**src/rtl/padder_pkg.sv**
```systemverilog
// Shared types, default geometry and helpers for the multi-rate input padder.
package padder_pkg;

    typedef enum logic [1:0] {
        ABSORB,
        PAD,
        WAIT_LAST
    } state_t;

    // Default geometry (SHA3-256 rate with 32-bit words)
    localparam int RATE_BITS_DEF = 1088;
    localparam int IN_W_DEF      = 32;
    localparam int WORDS         = RATE_BITS_DEF / IN_W_DEF;
    localparam int CNT_W         = $clog2(WORDS + 1);

    // Widest word supported by the byte mask (IN_W < 8*MAX_BYTES)
    localparam int MAX_BYTES = 64;

    // Bit i set when byte i (counted from the MS byte) carries message data
    function automatic logic [MAX_BYTES-1:0] byte_mask(input int byte_num);
        logic [MAX_BYTES-1:0] m;
        m = '0;
        for (int i = 0; i < MAX_BYTES; i++) begin
            m[i] = (i < byte_num);
        end
        return m;
    endfunction

endpackage

```
**src/rtl/padder_word.sv**
```systemverilog
// Builds the final message word: valid bytes, then the domain byte, then zeros,
// with the 0x80 end-of-block marker ORed into the LS byte when the word fills the block.
module padder_word
    import padder_pkg::*;
#(
    parameter int          IN_W   = 32,
    parameter logic [7:0]  DSBYTE = 8'h06,
    localparam int         NB     = IN_W / 8,
    localparam int         BNW    = $clog2(NB)
) (
    input  logic [IN_W-1:0] in,
    input  logic [BNW-1:0]  byte_num,
    input  logic            last_in_block,
    output logic [IN_W-1:0] w
);

    logic [MAX_BYTES-1:0] mask;
    logic                 unused_mask;

    assign mask        = byte_mask(int'(byte_num));
    assign unused_mask = ^mask[MAX_BYTES-1:NB];

    for (genvar i = 0; i < NB; i++) begin : g_byte
        logic [7:0] b;

        // Select message byte, domain byte or zero for byte lane i
        always_comb begin
            if (mask[i])
                b = in[IN_W-1-8*i -: 8];
            else if (byte_num == BNW'(i))
                b = DSBYTE;
            else
                b = 8'h00;
        end

        if (i == NB - 1) begin : g_ls
            assign w[7:0] = b | (last_in_block ? 8'h80 : 8'h00);
        end else begin : g_ms
            assign w[IN_W-1-8*i -: 8] = b;
        end
    end

endmodule

```
**src/rtl/padder_gen.sv**
```systemverilog
// Multi-rate padder: collects words into a rate-sized block, pads the final block
// and hands each full block to the permutation; returns to absorbing after the last ack.
module padder_gen
    import padder_pkg::*;
#(
    parameter int          RATE_BITS = 1088,
    parameter int          IN_W      = 32,
    parameter logic [7:0]  DSBYTE    = 8'h06,
    localparam int         NW        = RATE_BITS / IN_W,
    localparam int         CW        = $clog2(NW + 1),
    localparam int         BNW       = $clog2(IN_W / 8)
) (
    input  logic                 clk,
    input  logic                 reset_n,
    input  logic [IN_W-1:0]      in,
    input  logic                 in_ready,
    input  logic                 is_last,
    input  logic [BNW-1:0]       byte_num,
    output logic                 in_accept,
    output logic                 buffer_full,
    output logic [RATE_BITS-1:0] out,
    output logic                 out_ready,
    output logic                 out_last,
    input  logic                 f_ack
);

    state_t          state;
    logic [CW-1:0]   count;
    logic            full;
    logic            last_slot;
    logic [IN_W-1:0] pad_w;
    logic [IN_W-1:0] w;

    assign full        = (count == CW'(NW));
    assign last_slot   = (count == CW'(NW - 1));
    assign buffer_full = full;
    assign out_ready   = full;
    assign in_accept   = reset_n & (state == ABSORB) & in_ready & ~full;

    padder_word #(
        .IN_W   (IN_W),
        .DSBYTE (DSBYTE)
    ) u_word (
        .in            (in),
        .byte_num      (byte_num),
        .last_in_block (last_slot),
        .w             (pad_w)
    );

    // Word to shift in: raw data, the pad word, or pure padding
    always_comb begin
        w = '0;
        if (state == ABSORB)
            w = is_last ? pad_w : in;
        else if (last_slot)
            w = IN_W'(8'h80);
    end

    // Block FSM, word counter and shift buffer; out_last rises with the final fill
    always_ff @(posedge clk or negedge reset_n) begin
        if (!reset_n) begin
            out      <= '0;
            count    <= '0;
            state    <= ABSORB;
            out_last <= 1'b0;
        end else begin
            case (state)
                ABSORB: begin
                    if (full) begin
                        if (f_ack) count <= '0;
                    end else if (in_ready) begin
                        out   <= {out[RATE_BITS-IN_W-1:0], w};
                        count <= count + CW'(1);
                        if (is_last) begin
                            if (last_slot) begin
                                out_last <= 1'b1;
                                state    <= WAIT_LAST;
                            end else begin
                                state <= PAD;
                            end
                        end
                    end
                end
                PAD: begin
                    if (!full) begin
                        out   <= {out[RATE_BITS-IN_W-1:0], w};
                        count <= count + CW'(1);
                        if (last_slot) begin
                            out_last <= 1'b1;
                            state    <= WAIT_LAST;
                        end
                    end else begin
                        out_last <= 1'b1;
                        state    <= WAIT_LAST;
                    end
                end
                WAIT_LAST: begin
                    if (f_ack && full) begin
                        count    <= '0;
                        out_last <= 1'b0;
                        state    <= ABSORB;
                    end
                end
                default: state <= ABSORB;
            endcase
        end
    end

endmodule

```
**config.mk**
```make
export PLATFORM = sky130hd
export DESIGN_NAME = padder_gen
export DESIGN_NICKNAME = d
export VERILOG_FILES = /design/src/rtl/padder_pkg.sv /design/src/rtl/padder_word.sv /design/src/rtl/padder_gen.sv
export SDC_FILE = /design/constraint.sdc
export NUM_CORES = 2
export LEC_CHECK = 0
export CORE_AREA = 3 3 441 443
export CTS_BUF_LIST = sky130_fd_sc_hd__clkbuf_4
export DETAILED_ROUTE_END_ITERATION = 7
export DIE_AREA = 0 0 444 446
export PLACE_DENSITY_LB_ADDON = 0.2
export SLEW_MARGIN = 20
export SYNTH_ARGS = -nofsm -noshare
export SYNTH_HDL_FRONTEND = slang
export SYNTH_SLANG_ARGS = --single-unit
```
**constraint.sdc**
```tcl
create_clock -name clk -period 1.9 [get_ports clk]
set_input_delay 0.38 -clock clk [delete_from_list [all_inputs] [get_ports clk]]
set_output_delay 0.38 -clock clk [all_outputs]
set_load 0.02 [all_outputs]
```
==> metrics.md <==
| Metric | Value |
|---|---|
| Drt first pass iters | `5` |
| Cell Count Post-Placement | `8354` |
| Hold WS | `0.288 ns` |
| Gpl congestion | `0.907` |
| Synthesized cell area | `41500 um2` |
| Via count | `41100` |
| Worst Setup End Kind | `primary output` |
| Post-synth EDFFs | `0` |
| Clock Skews | `0.134 ns` |
| H-Tree Depth | `5` |
| Chip Height | `446 um` |
| Area delta synth->final | `70.1%` |
| Ys async rst share | `100%` |
| Slew Limit Fails | `0` |
| Core area | `190000 um2` |
| Arrival time worst endpoint | `2.38 ns` |
| Via density per instance | `4.16` |
| Initial DRC count | `2529` |
| RSZ-0062 raised after global routing | `yes` |
| Largest net degree at the start of global routing | `101` |
| CP Class | `flip-flop to primary output` |
| IO Pins | `1131` |
| Critical path's largest stage delay | `0.40 ns` |
| Clock-pin slew on the worst setup and hold paths | `0.06 ns` |
| Setup_tns | `-399.54 ns` |
| Syn Inst Count | `4682` |
| Failing checks | `negative setup slack` |
| Leak pwr | `40.2 nW` |
| Synth cell types | `33` |
| Total power | `120 mW` |
| Sink Count | `1097` |
| Mean Syn Cell Area | `8.86 um2` |
| Worst Tran Pin Value | `0.753 ns` |
| Fin. Hold Viols | `0` |
| Post-synth top flop | `dfrtp_1` |
| Status | `finished, violations left` |
| Clk_lat worst skew | `1.32 ns` |
| Die area | `198000 um2` |
| DRT Wirelength | `201000 um` |
| Yosys reg bits | `1097` |
| Final setup vio count | `2001` |
| YS warnings | `0` |
| DPL Wire Length | `143000 um` |
| Share of cells above drive strength 1 | `39.1%` |
| GRT Util Overall | `19.6%` |
| Vias in the first global route | `41600` |
| Required time worst endpoint | `1.52 ns` |
| Final Core Density | `37.1%` |
| Worst Hold Class | `primary input to flip-flop` |
| Final worst setup slack | `-0.865 ns` |
| Worst Setup Start Kind | `flip-flop` |
| First-pass GRT wire length | `287000 um` |
| CTS Buf Count | `342` |
| Max cap viols | `0` |
| Crit share post-route | `146%` |
| Initial antenna violation count | `4` |
| Min cycle time layout | `2.76 ns` |
| Crit Path Max Fanout | `4` |
| Layout Nets | `7196` |
| Final std cells w/o fill | `9876` |
| IO buf count | `1130` |
| Worst VDD drop | `0.000985 V` |
| Maximum clock path buffer count | `4` |
| Worst path slowest cell | `dfrtp_1` |
| Register area share after synthesis | `66.2%` |
| Power Dens Cells | `1710 nW/um2` |
| Residual DRC | `0` |
| Clk root buf | `clkbuf_4` |
| WL per Instance | `20.4 um` |
| Delay-heaviest family, CP | `simple AND/OR/NAND/NOR gates` |
| FP Rows | `160` |
| Max Fclk | `0.362 GHz` |
| CTS tree | `done` |
| Die X | `444 um` |
| Antenna viol nets, final | `0` |
| Max_slew headroom | `49.6%` |
| CP cell instances | `nor4b_4, nand2_2, clkinvlp_4, buf_2` |
| Starting density of the core | `21.8%` |
| CP bufs+invs | `2` |
| Net Count, Synth | `4728` |
| GRT overflow | `0` |
through the flow:
step,worst slack (ns),instance area [um2]
2_1_floorplan,0.105,41500
3_5_place_dp,-0.336,57700
6_report,-0.865,70500
3_3_place_gp,-0.286,57700
5_1_grt,-1.15,70500
4_1_cts,-1.21,68000
registers in the layout (all words and copies together), names as in the netlist:
name / flops
out: 1088
state: 2
out_last: 1
count: 6
synth_stat cells, types with 2 or more instances:
cell type     n  area, um2
a21oi_1       2       10.0
a31oi_1      11       68.8
and3_1        3       18.8
buf_1         2       7.51
buf_2       206       1030
buf_4         2       15.0
clkbuf_1     37        139
dfrtp_1    1097      27500
ha_1          7       87.6
inv_1        14       52.6
mux2i_1       3       30.0
nand2_1    3221      12100
nand2b_1      5       31.3
nand3_1      15       75.1
nand4_1       6       37.5
nor2_1       12       45.0
nor2b_1       3       18.8
o2111ai_1     2       17.5
o21ai_0      10       50.1
o21ai_1       2       10.0
o31ai_1      10       75.1
layer usage:
metal	GRT usage (%)	share of wire [%]	up-vias
met3	6.01	7.0	348
met4	8.22	4.2	4
met1	22.1	38	20100
met5	0	0.012	-
met2	34.2	51	1231
li1	-	-	19400
tightest hold or removal path: cells and delay by family:
kind / cells / cell delay (ns)
AND/OR/NAND/NOR: 2 / 0.12
buffers and inverters: 2 / 0.98
final timing paths:
kind                                         to                 start  slack (ns)  cells after the start
setup / recovery                    buffer_full  count[2]$_DFFE_PN0P_       -0.86                      4
max in group asynchronous  out[178]$_DFFE_PN0P_               reset_n        0.11                      6
hold reg to reg             out[67]$_DFFE_PN0P_   out[35]$_DFFE_PN0P_        0.44                      2
setup reg to reg           out[397]$_DFFE_PN0P_  state[0]$_DFFE_PN0P_       -0.21                      9
min in group asynchronous  out[889]$_DFFE_PN0P_               reset_n        0.67                      4
hold / removal               out[5]$_DFFE_PN0P_                 in[5]        0.29                      4
cell type report:
class | instances | area (um2)
antenna | 2 | 5.00
clock buffer | 491 | 3690
clock inverter | 66 | 269
fill | 19700 | 120000
inverter | 14 | 56.3
multi-input combinational | 3324 | 12800
sequential | 1097 | 27600
tap | 2511 | 3140
timing repair buffer | 2371 | 23000
layout by cell type, fill, tap and decap left out, types with 12 or more instances in the layout:
master / synthesis / final
nand2_1: 3221 / 3221
buf_4: 2 / 1106
buf_6: 0 / 1086
dfrtp_1: 1097 / 999
clkbuf_4: 0 / 491
dfrtp_2: 0 / 98
buf_12: 0 / 69
dlygate4sd3_1: 0 / 67
clkinv_1: 0 / 53
clkdlybuf4s50_1: 0 / 37
nand3_1: 15 / 15
inv_1: 14 / 12
power by group:
| part | switching, mW | internal [mW] |
|---|---|---|
| Clock | 10.9 | 11.7 |
| Combinational | 34.2 | 26.6 |
| Sequential | 6.77 | 30.2 |
| Total | 51.9 | 68.5 |
logic make-up (layout without fill, tap and decap cells):
| family | after synthesis | in the layout | share of synthesized area [%] |
|---|---|---|---|
| compound gates | 46 | 46 | 0.748 |
| fa+ha+maj | 7 | 7 | 0.211 |
| simple gates | 3268 | 3268 | 29.8 |
| mux | 3 | 3 | 0.0724 |
| other cells | 0 | 2 | 0 |
| flops | 1097 | 1097 | 66.2 |
| buf+inv | 261 | 2942 | 3.00 |
repair_timing:
| action | CTS | global route |
|---|---|---|
| hold endpoints to repair | 1139 | 0 |
| gates resized for setup | 4907 | 1858 |
| hold buffers | 67 | 0 |
| setup endpoints to repair | 1996 | 2180 |
| setup buffers | 631 | 265 |
| pin swaps | 3 | 1 |
| cloned | 0 | 0 |
Note: power is estimated with default switching activity, not from simulation.
